===== config.mk =====
export PLATFORM = sky130hd
export DESIGN_NAME = spi_xfer_ctrl
export DESIGN_NICKNAME = d
export VERILOG_FILES = /design/src/rtl/spi_xfer_ctrl.sv
export SDC_FILE = /design/constraint.sdc
export NUM_CORES = 1
export LEC_CHECK = 0
export BUFFER_PORTS_ARGS = -buffer_cell sky130_fd_sc_hd__buf_2
export CORE_MARGIN = 3
export CORE_UTILIZATION = 56
export CTS_BUF_LIST = sky130_fd_sc_hd__clkbuf_16
export CTS_CLUSTER_SIZE = 10
export DETAILED_ROUTE_END_ITERATION = 8
export PLACE_DENSITY_LB_ADDON = 0.1
export SKIP_CTS_REPAIR_TIMING = 1
export SYNTH_ARGS = -nofsm -noshare
export SYNTH_HDL_FRONTEND = slang
export SYNTH_SLANG_ARGS = --single-unit

===== constraint.sdc =====
create_clock -name clk -period 2.45 [get_ports clk]
set_clock_uncertainty 0.15 [all_clocks]
set_input_delay 0.245 -clock clk [delete_from_list [all_inputs] [get_ports clk]]
set_output_delay 0.245 -clock clk [all_outputs]
set_load 0.02 [all_outputs]

===== src/rtl/spi_xfer_ctrl.sv =====
// SPI master transfer sequencer (mode 0) that drives an external sckgen.
// It frames one word per accepted start with chip select, enables sckgen,
// shifts MOSI on sck_fall, samples MISO on sck_rise, and can chain words
// without releasing chip select when cont was set.
module spi_xfer_ctrl #(
  parameter int DATA_W    = 8,
  parameter int CS_SETUP  = 2,
  parameter int CS_HOLD   = 2,
  parameter bit MSB_FIRST = 1'b1
) (
  input  logic              clk,
  input  logic              rst,
  input  logic              start,
  input  logic              cont,
  input  logic [DATA_W-1:0] tx_data,
  output logic              busy,
  output logic              done,
  output logic [DATA_W-1:0] rx_data,
  output logic              sck_en,
  input  logic              sck_rise,
  input  logic              sck_fall,
  output logic              cs_n,
  output logic              mosi,
  input  logic              miso
);

  // One down-counter serves both the setup and the hold interval.
  localparam int CNT_MAX = (CS_SETUP > CS_HOLD) ? CS_SETUP : CS_HOLD;
  localparam int CNT_W   = (CNT_MAX > 1) ? $clog2(CNT_MAX) : 1;
  localparam int BIT_W   = $clog2(DATA_W + 1);

  localparam logic [CNT_W-1:0] SETUP_LOAD = CNT_W'(CS_SETUP - 1);
  localparam logic [CNT_W-1:0] HOLD_LOAD  = CNT_W'(CS_HOLD - 1);
  localparam logic [BIT_W-1:0] LAST_BIT   = BIT_W'(DATA_W);

  typedef enum logic [1:0] {
    IDLE  = 2'd0,
    SETUP = 2'd1,
    SHIFT = 2'd2,
    HOLD  = 2'd3
  } state_t;

  state_t            state, state_nxt;
  logic [CNT_W-1:0]  cnt, cnt_nxt;
  logic [BIT_W-1:0]  bitcnt, bitcnt_nxt, bitcnt_rise;
  logic [DATA_W-1:0] tx_sr, tx_sr_nxt;
  logic [DATA_W-1:0] rx_sr, rx_sr_nxt;
  logic [DATA_W-1:0] rx_data_nxt;
  logic              cont_q, cont_nxt;
  logic              cs_n_nxt, sck_en_nxt, mosi_nxt, busy_nxt, done_nxt;
  logic              rise_ok;

  // Bit that leaves the shifter first, given the configured bit order.
  function automatic logic first_bit(input logic [DATA_W-1:0] w);
    return MSB_FIRST ? w[DATA_W-1] : w[0];
  endfunction

  // Drop the bit just sent so the next one sits in the first_bit position.
  function automatic logic [DATA_W-1:0] shift_out(input logic [DATA_W-1:0] w);
    return MSB_FIRST ? {w[DATA_W-2:0], 1'b0} : {1'b0, w[DATA_W-1:1]};
  endfunction

  // Append a received bit so the word reassembles in transmit order.
  function automatic logic [DATA_W-1:0] shift_in(input logic [DATA_W-1:0] w, input logic b);
    return MSB_FIRST ? {w[DATA_W-2:0], b} : {b, w[DATA_W-1:1]};
  endfunction

  // Next-state and next-output logic; rise is applied before fall in the same cycle.
  always_comb begin
    state_nxt   = state;
    cnt_nxt     = cnt;
    bitcnt_nxt  = bitcnt;
    tx_sr_nxt   = tx_sr;
    rx_sr_nxt   = rx_sr;
    rx_data_nxt = rx_data;
    cont_nxt    = cont_q;
    cs_n_nxt    = cs_n;
    sck_en_nxt  = sck_en;
    mosi_nxt    = mosi;
    busy_nxt    = busy;
    done_nxt    = 1'b0;
    rise_ok     = sck_rise && (bitcnt < LAST_BIT);
    bitcnt_rise = rise_ok ? bitcnt + 1'b1 : bitcnt;

    case (state)
      IDLE: begin
        if (start) begin
          tx_sr_nxt = tx_data;
          cont_nxt  = cont;
          cs_n_nxt  = 1'b0;
          busy_nxt  = 1'b1;
          mosi_nxt  = first_bit(tx_data);
          cnt_nxt   = SETUP_LOAD;
          state_nxt = SETUP;
        end
      end

      SETUP: begin
        if (cnt == '0) begin
          sck_en_nxt = 1'b1;
          bitcnt_nxt = '0;
          state_nxt  = SHIFT;
        end else begin
          cnt_nxt = cnt - 1'b1;
        end
      end

      SHIFT: begin
        if (rise_ok) begin
          rx_sr_nxt = shift_in(rx_sr, miso);
        end
        bitcnt_nxt = bitcnt_rise;
        if (sck_fall) begin
          if (bitcnt_rise < LAST_BIT) begin
            tx_sr_nxt = shift_out(tx_sr);
            mosi_nxt  = first_bit(shift_out(tx_sr));
          end else begin
            sck_en_nxt = 1'b0;
            cnt_nxt    = HOLD_LOAD;
            state_nxt  = HOLD;
          end
        end
      end

      HOLD: begin
        if (cnt == '0) begin
          rx_data_nxt = rx_sr;
          done_nxt    = 1'b1;
          if (cont_q && start) begin
            tx_sr_nxt = tx_data;
            cont_nxt  = cont;
            mosi_nxt  = first_bit(tx_data);
            cnt_nxt   = SETUP_LOAD;
            state_nxt = SETUP;
          end else begin
            cs_n_nxt  = 1'b1;
            busy_nxt  = 1'b0;
            state_nxt = IDLE;
          end
        end else begin
          cnt_nxt = cnt - 1'b1;
        end
      end

      default: begin
        state_nxt = IDLE;
      end
    endcase
  end

  // State and datapath registers; reset releases chip select and discards any partial word.
  always_ff @(posedge clk or posedge rst) begin
    if (rst) begin
      state   <= IDLE;
      cnt     <= '0;
      bitcnt  <= '0;
      tx_sr   <= '0;
      rx_sr   <= '0;
      rx_data <= '0;
      cont_q  <= 1'b0;
      cs_n    <= 1'b1;
      sck_en  <= 1'b0;
      mosi    <= 1'b0;
      busy    <= 1'b0;
      done    <= 1'b0;
    end else begin
      state   <= state_nxt;
      cnt     <= cnt_nxt;
      bitcnt  <= bitcnt_nxt;
      tx_sr   <= tx_sr_nxt;
      rx_sr   <= rx_sr_nxt;
      rx_data <= rx_data_nxt;
      cont_q  <= cont_nxt;
      cs_n    <= cs_n_nxt;
      sck_en  <= sck_en_nxt;
      mosi    <= mosi_nxt;
      busy    <= busy_nxt;
      done    <= done_nxt;
    end
  end

endmodule


# ---- Word level (Yosys, flattened, before mapping)
# Index checks and enable logic that the tools add are counted.
dict set report word_totals {
  ff_bits 36
  input_bits 15
  word_cells 89
  output_inout_bits 13
}
dict set report classes {
  bitwise_logic 1
  muxes 46
  eq_ne 11
  n_reduce_logical 15
  addsub 2
  magnitude_cmp 2
}
# operator n
set ops {}
lappend ops {{2-to-1 mux 7 bit} 5}
lappend ops {{2-to-1 mux 1 bit} 25}
lappend ops {{case mux 7 bit (3 select lines)} 1}
lappend ops {{!= test 2 bit (second input constant)} 8}
lappend ops {{AND reduction 4 bit} 3}
lappend ops {{2-to-1 mux 2 bit} 5}
lappend ops {{less-than comparator 4 bit (second input constant)} 2}
lappend ops {{2-to-1 mux 4 bit} 2}
lappend ops {{case mux 1 bit (2 select lines)} 4}
lappend ops {{case mux 2 bit (4 select lines)} 1}
lappend ops {{case mux 4 bit (2 select lines)} 1}
lappend ops {{AND reduction 2 bit} 3}
lappend ops {{AND reduction 6 bit} 1}
lappend ops {{AND reduction 5 bit} 1}
lappend ops {{adder 4 x 1 -> 4 bit (second input constant)} 1}
lappend ops {{== test 2 bit (second input constant)} 2}
lappend ops {{case mux 1 bit (4 select lines)} 1}
lappend ops {{nonzero test 2 bit} 2}
lappend ops {{case mux 1 bit (3 select lines)} 1}
lappend ops {{AND reduction 3 bit} 1}
lappend ops {{nonzero test 3 bit} 1}
lappend ops {{== test 2 x 1 -> 1 bit (second input constant)} 1}
lappend ops {{logical AND 1 bit} 2}
lappend ops {{zero test 2 bit} 1}
lappend ops {{other kinds (2)} 2}

# ---- Depth between registers and ports, before layout
# Gate-level depths: netlist of run 1.
dict set report logic_depth {
  depth_word 7
  mapped_depth 7
}

# ---- Worst setup path after synthesis of run 1
# No wires, ideal clock.
dict set report synth_path {
  path_type {flip-flop to flip-flop}
  startpoint {reg state[0]}
  endpoint {reg mosi}
  path_slack_ns 0.603
  setup_ns 0.125
  arrival_ns 1.572
  required_ns 2.175
  path_stages_with_launch 7
  n_path_buf 2
  cell_sequence {dfrtp_1 > inv_1 > ha_1 > buf_6 > buf_2 > mux2_2 > mux2_4}
}
dict set report synth_between {
  elab_chain_cells 3
  elab_cells_between_ends 11
  classes_between {eq/ne: 7; mux: 1; reduce/logical: 3}
}
# item line_no
set synth_lines {}
lappend synth_lines {{start, declared} 43} ;# state_t state, state_nxt;
lappend synth_lines {{start signal, assigned} 167} ;# state <= state_nxt;
lappend synth_lines {{== test 2 bit / zero test 2 bit (equally long branches)} 85} ;# case (state)
lappend synth_lines {{!= test 2 bit (no line) / nonzero test 3 bit (equally long branches)} n/a}
lappend synth_lines {{AND reduction 6 bit (no line)} n/a}
lappend synth_lines {{end signal, assigned} 176} ;# mosi <= mosi_nxt;
lappend synth_lines {{end, declared} 23} ;# output logic mosi,
# Parallel ways exist; a longest one is shown, timed or not.
# A chain may end at the register's enable or synchronous reset.

# ---- Worst setup path after layout of run 1
dict set report layout_path {
  startpoint {reg state[1]}
  endpoint {reg tx_sr[6]}
}
dict set report layout_between {
  elab_chain_cells 3
  elab_cells_between_ends 11
  classes_between {eq/ne: 7; mux: 1; reduce/logical: 3}
}
# item line_no
set layout_lines {}
lappend layout_lines {{== test 2 bit / zero test 2 bit (equally long branches)} 85}
lappend layout_lines {{!= test 2 bit (no line) / nonzero test 3 bit (equally long branches)} n/a}
lappend layout_lines {{AND reduction 6 bit (no line)} n/a}
lappend layout_lines {{end signal, assigned} 170} ;# tx_sr <= tx_sr_nxt;
lappend layout_lines {{end, declared} 46} ;# logic [DATA_W-1:0] tx_sr, tx_sr_nxt;
# Parallel ways exist; a longest one is shown, timed or not.

==> results.cfg, run 1 <==
[timing]
finalWorstPathRequiredPeriod_ns = 1.95
worstMarginPinSlew_ns = 0.478
final.setup.tns_ns = 0
timing.hold.ws_ns = 0.0576
hold_viol_final = 0
slew_headroom_pct = 68.1
achievable-frequency_mhz = 512
maxSlewViolCount = 0
fin_crit_sh_pct = 79.7
grt_setup_unrepaired = no
finalSetupViolCount = 0

[cts]
clock_insertion_delay_worst_skew_ns = 0.27
clock_tree.htree_level_count = 2
clkTransAtPathRegs_ns = 0.05
cts_tree = yes
cts_num_sinks = 36
cts_buffer_depth = 2
numCtsBuffers = 5
cts-root-buf = clkbuf_16

[synth]
syn_inst = 143
synth_seq_cells = 36
synth.largest_area_cell = dfrtp_1
synth.top_cell.area_share_pct = 48.4
ys_seq_area_share_pct = 49.8
yosysWarningCount = 0
synth_ff_type = dfrtp_1
async_flop_share_pct = 100
synth_top_cells_by_area = dfrtp_1, mux2_2, mux2_4
synth_enable_flop_cells = 0
synthesis.nets = 164
netlist_area_mm2 = 0.00181
synthDistinctLibCells = 35
avgSynthCellArea_um2 = 12.7

[worst_hold_path]
hp-start = miso
hold_path_depth = 2
hold_path_class = in2reg

[final_layout]
syn_to_final_growth_pct = 18.5
number_of_antenna_cells_inserted = 0
leading_cell_types_in_the_layout_fill_and_taps_excluded = dfrtp_1, buf_2, mux2_2
finalNetCount = 194
layout.cells.most_common = dfrtp_1
postLayoutCellArea_mm2 = 0.00214
stdcell_count = 218
layout-drive-gt1-share_pct = 44.3

[route]
viasPerCell = 5.28
avgRoutedWirePerCell_um = 14.4
remaining_drc_errors = 0
vias = 1151
detail_route.first_pass.iterations = 3
detail_route.wirelength_mm = 3.13
drtIter0Drc = 57
ant_nets = 0

[power_and_ir_drop]
clock_power_share_pct = 21.8
worst_ir_drop_vdd_mv = 0.835
leakage_uw = 0.00103
pwr_density_cell_mw_per_mm2 = 1500
p_comb_share_pct = 44.5
power.sequential.fraction_pct = 33.7
power.internal_uw = 2110
netSwitchingPower_uw = 1100
sw_frac_of_total_pct = 34.3

[status]
outcome = finished clean

[critical_path]
r2r.worst_path.cells = 6
timing.critical_path.from = state[1]
path_class = reg2reg
required_ns = 2.45
crit_arrival_ns = 1.96
critical_path_maximum_fanout = 8
critPathCaptureType = flop
max_stage_delay_ns = 0.40
reg2reg_from = state[1]
cp-start-kind = flop
cpMaxStageDelayCell = dfrtp_1
cp_cell_sequence = inv_1 > ha_1 > nor2b_4 > nor3_4 > nand3_4 > mux2_4

[placed_design]
placed_cells_incl_taps = 209
postPlaceCellArea_mm2 = 0.00197
gp_congestion = 0.738
place.port_buffers = 27
final_hpwl_dp_mm = 2.13

[grt]
antenna_found_initial = 0
grt.total_usage_pct = 17.8
gr_overflow_total = 0
grt_max_degree = 37
grt_pass1_wl_mm = 5.52
first_global_vias = 1160

[die]
initial_util_pct = 58.8
design.core.area_mm2 = 0.00308
io_pins = 28
die_w_um = 62.9
die_y_um = 62.9
floorplan.rows = 20
die_area_mm2 = 0.00395

[flow_run]
timing.max_cap.violations = 0
[metal layers]
layer  vias up  wire length [um]  track usage [%]
met1       575              1470             23.7
met3         5                94             4.50
met2        13              1530             28.2
met4         0                40             5.79
met5         -                 0                0
li1        558                 -                -
[state kept, by name (all words and copies together) (netlist names), 2 cells and up]
signal   cells
rx_data      8
rx_sr        8
tx_sr        7
bitcnt       4
state        2
[kinds of logic (layout without fill, tap and decap cells)]
group | after synthesis | after routing | synth area share (%)
AOI/OAI and AO/OA | 22 | 22 | 7.67
xor gates and xnor gates | 2 | 2 | 0.968
adders and majority gates | 6 | 6 | 4.15
buffers and inverters | 13 | 44 | 3.66
DFF | 36 | 36 | 49.8
muxes | 34 | 34 | 22.7
and+or+nand+nor | 30 | 30 | 11.0
[cells in the mapped netlist, drive strengths merged, types with 3 or more instances]
master  count
nand2       7
inv         6
nor2        6
mux2       33
buf         6
dfrtp      35
ha          6
o22ai       3
a21oi       4
o21ai       8
nand2b      4
nor2b       6
[through the flow]
stage	total power [uW]	util, %	setup WS, ns
after CTS	3240	69.3	0.476
after detailed placement	2520	64.1	0.528
after global routing	3440	69.7	0.386
after global placement	2450	64.1	0.585
final	3210	69.7	0.497
after floorplan	2230	-	0.603
[worst max-delay path: cells and delay by family, from the launching register on]
kind / cells / cell delay [ns]
simple gates: 3 / 0.58
flops: 1 / 0.40
mux: 1 / 0.35
fa+ha+maj: 1 / 0.26
buf+inv: 1 / 0.10
[power groups by stage]
stage	Clock, uW	Sequential, uW	Combinational (uW)
after floorplan	0	1140	1090
after global placement	0	1070	1380
after detailed placement	0	1080	1430
after CTS	708	1080	1450
after global routing	741	1120	1580
final	701	1080	1430
[worst paths after layout]
check	to	slack (ns)
max	tx_sr[6]	0.50
min	rx_sr[0]	0.06
max reg2reg	tx_sr[6]	0.50
min reg2reg	rx_data[1]	0.35
max in group asynchronous	cs_n	1.35
min in group asynchronous	rx_sr[2]	0.46
[layout make-up]
| type | count | area [um^2] |
|---|---|---|
| timing repair buffer | 30 | 160 |
| sequential | 36 | 902 |
| clock inverter | 3 | 37.5 |
| multi-input combinational | 94 | 842 |
| fill | 231 | 933 |
| inverter | 6 | 22.5 |
| clock buffer | 5 | 125 |
| tap | 44 | 55.1 |
Note: power is estimated with default switching activity, not from simulation.
==> run 2: changes to the inputs <==
--- a/config.mk
+++ b/config.mk
@@ -5,6 +5,7 @@
 export SDC_FILE = /design/constraint.sdc
 export NUM_CORES = 1
 export LEC_CHECK = 0
+export ABC_AREA = 1
 export BUFFER_PORTS_ARGS = -buffer_cell sky130_fd_sc_hd__buf_2
 export CORE_MARGIN = 3
 export CORE_UTILIZATION = 56
==> constraint.sdc (replaced) <==
create_clock -name clk -period 1.8 [get_ports clk]
set_clock_uncertainty 0.15 [all_clocks]
set_input_delay 0.18 -clock clk [delete_from_list [all_inputs] [get_ports clk]]
set_output_delay 0.18 -clock clk [all_outputs]
set_load 0.02 [all_outputs]
==> run 2 against run 1 <==
The run now ends with negative hold slack left. Sequential cell count unchanged. Clock power increased by 16%. Register-to-register slack got worse by 0.36 ns. First-iteration DRC count increased by 79%. Synthesized area increased by 0.97%. Worst hold slack got worse by 0.064 ns. Wire length increased by 7.5%. Setup slack got worse by 0.36 ns. Critical path depth increased by 2. Core utilization increased by 1.1 points. Cell count increased by 39%. Via count increased by 25%. Critical path type unchanged.
==> results.cfg, run 2 <==
[synth]
avgSynthCellArea_um2 = 8.31
synth_commonest_cells = nand2_1, dfrtp_1, inv_1
syn_inst = 220
synth_ff_type = dfrtp_1
netlist_area_mm2 = 0.00183
synth_enable_flop_cells = 0
yosysWarningCount = 0
synthesis.nets = 241
async_flop_share_pct = 100
synthDistinctLibCells = 25
ys_seq_area_share_pct = 49.3
synth.largest_area_cell = dfrtp_1
synth.most_common_cell = nand2_1
synth_top_cells_by_area = dfrtp_1, nand2_1, o21ai_0
synth.top_cell.area_share_pct = 47.9
synth_seq_cells = 36

[cts]
clock_tree.htree_level_count = 2
cts_num_sinks = 36
cts_tree = yes
clock_insertion_delay_worst_skew_ns = 0.27
numCtsBuffers = 5
cts_buffer_depth = 2
clkTransAtPathRegs_ns = 0.05
cts-root-buf = clkbuf_16

[power_and_ir_drop]
power.internal_uw = 2310
clock_power_share_pct = 20.5
netSwitchingPower_uw = 1650
total_power_uw = 3960
sw_frac_of_total_pct = 41.6
pwr_density_cell_mw_per_mm2 = 1820
worst_ir_drop_vdd_mv = 0.904
leakage_uw = 0.00120
p_comb_share_pct = 45.7
power.sequential.fraction_pct = 33.8

[critical_path]
critPathCaptureType = flop
reg2reg_from = state[0]
critical_path.most_common_cell = nand2_1
cpMaxStageDelayCell = dfrtp_1
cp-start-kind = flop
crit_arrival_ns = 1.68
critical_path_maximum_fanout = 6
r2r.worst_path.cells = 8
path_class = reg2reg
rrSetupSlack_ns = 0.14
r2r_end = state[0]
required_ns = 1.82
max_stage_delay_ns = 0.37
cp_cell_sequence = buf_4 > ha_1 > nand2_1 > nand2_1 > nor2_1 > nand2_1 > nand2_1 > nand2_1

[grt]
grt_max_degree = 37
gr_overflow_total = 0
grt.total_usage_pct = 19.9
antenna_found_initial = 0
grt_pass1_wl_mm = 6.29
first_global_vias = 1437

[flow_run]
timing.max_cap.violations = 0

[timing]
finalWorstPathRequiredPeriod_ns = 1.66
hold_viol_final = 2
maxSlewViolCount = 0
fin_crit_sh_pct = 92.3
timing.hold.ws_ns = -0.00591
worstMarginPinSlew_ns = 0.436
finalSetupViolCount = 0
achievable-frequency_mhz = 602
slew_headroom_pct = 70.9

[placed_design]
final_hpwl_dp_mm = 2.40
placed_cells_incl_taps = 292
gp_congestion = 0.786
place.port_buffers = 27

[route]
avgRoutedWirePerCell_um = 11.1
vias = 1440
ant_nets = 0
remaining_drc_errors = 0
drtIter0Drc = 102
viasPerCell = 4.77
detail_route.wirelength_mm = 3.37
detail_route.first_pass.iterations = 4

[final_layout]
layout.core_utilization_pct = 70.8
stdcell_count = 302
layout_top_registers = rx_data x8, rx_sr x8, tx_sr x7
layout.cells.most_common = nand2_1
syn_to_final_growth_pct = 19.2
number_of_antenna_cells_inserted = 0
finalNetCount = 278
leading_cell_types_in_the_layout_fill_and_taps_excluded = nand2_1, dfrtp_1, buf_2
layout-drive-gt1-share_pct = 22.5

[worst_hold_path]
hold_path_class = in2reg
hp-start = cont
min_delay_worst_endpoint = cont_q
hold_path_depth = 3

[die]
io_pins = 28
initial_util_pct = 59.4
die_w_um = 63.1
die_y_um = 63.1
floorplan.rows = 20
die_area_mm2 = 0.00399
design.core.area_mm2 = 0.00308

[status]
failed_checks = negative hold slack
outcome = complete, but fails checks
run 2: worst max-delay path: cells and delay by family, from the launching register on:
| kind | cells | cell delay [ns] |
|---|---|---|
| adder cells (fa/ha/maj) | 1 | 0.28 |
| buffers and inverters | 1 | 0.15 |
| flip-flops | 1 | 0.37 |
| AND/OR/NAND/NOR | 6 | 0.61 |
run 2: kinds of logic (layout without fill, tap and decap cells):
family                     Yosys count  after routing  share of synthesized area, %
adders and majority gates            6              6                          4.11
and+or+nand+nor                    119            119                          30.4
buffers and inverters               31             69                          7.60
AOI/OAI and AO/OA                   27             27                          8.08
xor gates and xnor gates             1              1                         0.479
DFF                                 36             36                          49.4
run 2: layer usage:
metal	global-route usage, %	vias up	wire length, um	share of wire, %
met3	5.53	2	129	3.8
met5	0	-	0	0
met2	32.4	27	1680	50
met1	25.6	653	1550	46
met4	6.61	0	11	0.33
li1	-	758	-	-
run 2: stage by stage:
stage	setup WS (ns)	TNS, ns	cell area (um^2)
2_1_floorplan	0.213	0	1830
3_3_place_gp	0.154	0	2020
3_5_place_dp	0.0831	0	2020
4_1_cts	0.0641	0	2160
5_1_grt	-0.00289	-0.00289	2180
6_report	0.138	0	2180
run 2: cell type report:
class	count	area, um^2
Sequential cell	36	902
Inverter	27	104
Fill cell	275	898
Clock buffer	5	125
Clock inverter	3	13.8
Tap cell	44	55.1
Timing Repair Buffer	34	190
Multi-Input combinational cell	153	790
run 2: worst max path at each step:
stage                         from   endpoint  slack, ns
final                     state[0]   state[0]       0.14
after global routing      state[0]   state[1]     -0.003
after CTS                 state[0]  bitcnt[2]       0.06
after detailed placement  state[0]  bitcnt[2]       0.08
after global placement    state[0]  bitcnt[2]       0.15
after floorplan           state[0]       mosi       0.21
run 2: power by group through the flow:
stage / sequential, uW / clock (uW) / combinational [uW]
global route: 1380 / 882 / 2110
floorplan: 1480 / 0 / 1240
finish: 1340 / 810 / 1810
detailed placement: 1350 / 0 / 1790
CTS: 1340 / 836 / 1810
global placement: 1340 / 0 / 1750
==> run 3: changes to the inputs <==
--- a/config.mk
+++ b/config.mk
@@ -12,7 +12,7 @@
 export CTS_BUF_LIST = sky130_fd_sc_hd__clkbuf_16
 export CTS_CLUSTER_SIZE = 10
 export DETAILED_ROUTE_END_ITERATION = 8
-export PLACE_DENSITY_LB_ADDON = 0.1
+export PLACE_DENSITY = 0.81
 export SKIP_CTS_REPAIR_TIMING = 1
 export SYNTH_ARGS = -nofsm -noshare
 export SYNTH_HDL_FRONTEND = slang
==> run 3 against run 2 <==
The flow still finishes with violations (negative hold slack). Largest cell class unchanged. Total power up 6.3%. Final area grew 2.0%. Largest power group unchanged. Worst hold slack worse by 0.022 ns. Highest routed layer unchanged.
==> results.cfg, run 3 (synthesized netlist as in run 2, its figures left out) <==
[timing]
slew_headroom_pct = 71.1
worstMarginPinSlew_ns = 0.433
timing.hold.ws_ns = -0.0275
fin_crit_sh_pct = 92.6
achievable-frequency_mhz = 600
maxSlewViolCount = 0
finalSetupViolCount = 0
finalWorstPathRequiredPeriod_ns = 1.67
hold_viol_final = 2
fin_ws_ns = 0.134

[final_layout]
layout.cells.most_common = nand2_1
stdcell_count = 303
postLayoutCellArea_mm2 = 0.00222
layout-drive-gt1-share_pct = 22.4
finalNetCount = 279
layout.core_utilization_pct = 72.2
syn_to_final_growth_pct = 21.6
layout_top_registers = rx_data x8, rx_sr x8, tx_sr x7
number_of_antenna_cells_inserted = 0
leading_cell_types_in_the_layout_fill_and_taps_excluded = nand2_1, dfrtp_1, buf_2

[power_and_ir_drop]
power.sequential.fraction_pct = 32.1
leakage_uw = 0.00122
worst_ir_drop_vdd_mv = 0.902
total_power_uw = 4210
power.internal_uw = 2520
netSwitchingPower_uw = 1680
sw_frac_of_total_pct = 40.0
clock_power_share_pct = 22.7
pwr_density_cell_mw_per_mm2 = 1890
p_comb_share_pct = 45.2

[critical_path]
critical_path.most_common_cell = nand2_1
max_stage_delay_ns = 0.43
crit_family = flip-flops
crit_buf_inv = 2
critPathCapture = bitcnt[0]
cp_cell_sequence = inv_1 > ha_1 > nand2_1 > o21ai_2 > a21oi_2 > inv_2 > nand2_1 > nand2_1
reg2reg_from = state[1]
critPathCaptureType = flop
cp-start-kind = flop
critical_path_maximum_fanout = 5
cp.depth = 8
cpMaxStageDelayCell = dfrtp_1
required_ns = 1.82
path_class = reg2reg
r2r.worst_path.cells = 8
crit_arrival_ns = 1.68
timing.critical_path.from = state[1]
r2r_end = bitcnt[0]
rrSetupSlack_ns = 0.13

[die]
die_w_um = 63.1
initial_util_pct = 59.4
io_pins = 28
floorplan.rows = 20
die_area_mm2 = 0.00399
die_y_um = 63.1
design.core.area_mm2 = 0.00308

[route]
remaining_drc_errors = 0
detail_route.wirelength_mm = 3.47
avgRoutedWirePerCell_um = 11.4
detail_route.first_pass.iterations = 4
drtIter0Drc = 80
vias = 1433
ant_nets = 0
viasPerCell = 4.73

[cts]
numCtsBuffers = 5
clock_tree.htree_level_count = 2
cts_num_sinks = 36
cts_buffer_depth = 2
clkTransAtPathRegs_ns = 0.05
clock_insertion_delay_worst_skew_ns = 0.28
cts_tree = yes
cts-root-buf = clkbuf_16

[grt]
grt_max_degree = 37
first_global_vias = 1485
grt_pass1_wl_mm = 6.38
antenna_found_initial = 0
gr_overflow_total = 0
grt.total_usage_pct = 20.6

[placed_design]
preCtsSetupSlack_ns = 0.102
place.port_buffers = 27
postPlaceCellArea_mm2 = 0.00203
placed_cells_incl_taps = 293
final_hpwl_dp_mm = 2.38
gp_congestion = 0.823

[worst_hold_path]
hold_path_class = in2reg

[status]
failed_checks = negative hold slack
outcome = complete, but fails checks

[flow_run]
timing.max_cap.violations = 0
==> run 3: changes by cell type in the layout (fill, tap and decap cells not counted) <==
cell | previous run | this run
buf_12 | 0 | 1
bufinv_16 | 0 | 1
clkinv_1 | 1 | 2
clkinv_2 | 2 | 0
==> run 3: how the worst min path moves through the flow <==
stage               from  endpoint  cells past startpoint
floorplan           miso  rx_sr[0]                      2
global placement     rst      busy                      3
detailed placement   rst      done                      3
CTS                  rst  state[1]                      3
global route        miso  rx_sr[0]                      3
finish              miso  rx_sr[0]                      3
==> run 3: layer usage <==
metal | GRT usage [%] | part of all wire (%) | up-vias | wire length [um]
met5 | 0 | 0 | - | 0
met1 | 24.5 | 45 | 643 | 1570
met4 | 8.26 | 1.6 | 0 | 54
met3 | 7.13 | 4.0 | 5 | 138
li1 | - | - | 761 | -
met2 | 33.9 | 49 | 24 | 1700
==> run 3: worst register-to-register path, stage by stage (launching register included) <==
cell and delay, ns:
dfrtp_1 0.43, inv_1 0.11, ha_1 0.25, nand2_1 0.14, o21ai_2 0.09, a21oi_2 0.19, inv_2 0.08, nand2_1 0.07
nand2_1 0.06
==> run 3: metrics by stage <==
step,TNS [ns],hold slack [ns]
after floorplan,0,0.151
after global routing,-0.0479,0.00135
after CTS,0,-0.141
final,0,-0.0275
after global placement,0,0.149
after detailed placement,0,0.156
==> run 3: layout make-up <==
| cell class | instances | area [um^2] |
|---|---|---|
| Sequential cell | 36 | 902 |
| Fill cell | 261 | 855 |
| Multi-Input combinational cell | 153 | 790 |
| Timing Repair Buffer | 35 | 210 |
| Clock buffer | 5 | 125 |
| Inverter | 27 | 104 |
| Tap cell | 44 | 55.1 |
| Clock inverter | 3 | 37.5 |
==> run 3: power by group through the flow <==
stage / Clock, uW / Sequential (uW) / Combinational, uW
after floorplan: 0 / 1480 / 1240
after global placement: 0 / 1340 / 1770
after detailed placement: 0 / 1350 / 1820
after CTS: 969 / 1350 / 1840
after global routing: 1010 / 1390 / 2190
final: 954 / 1350 / 1900
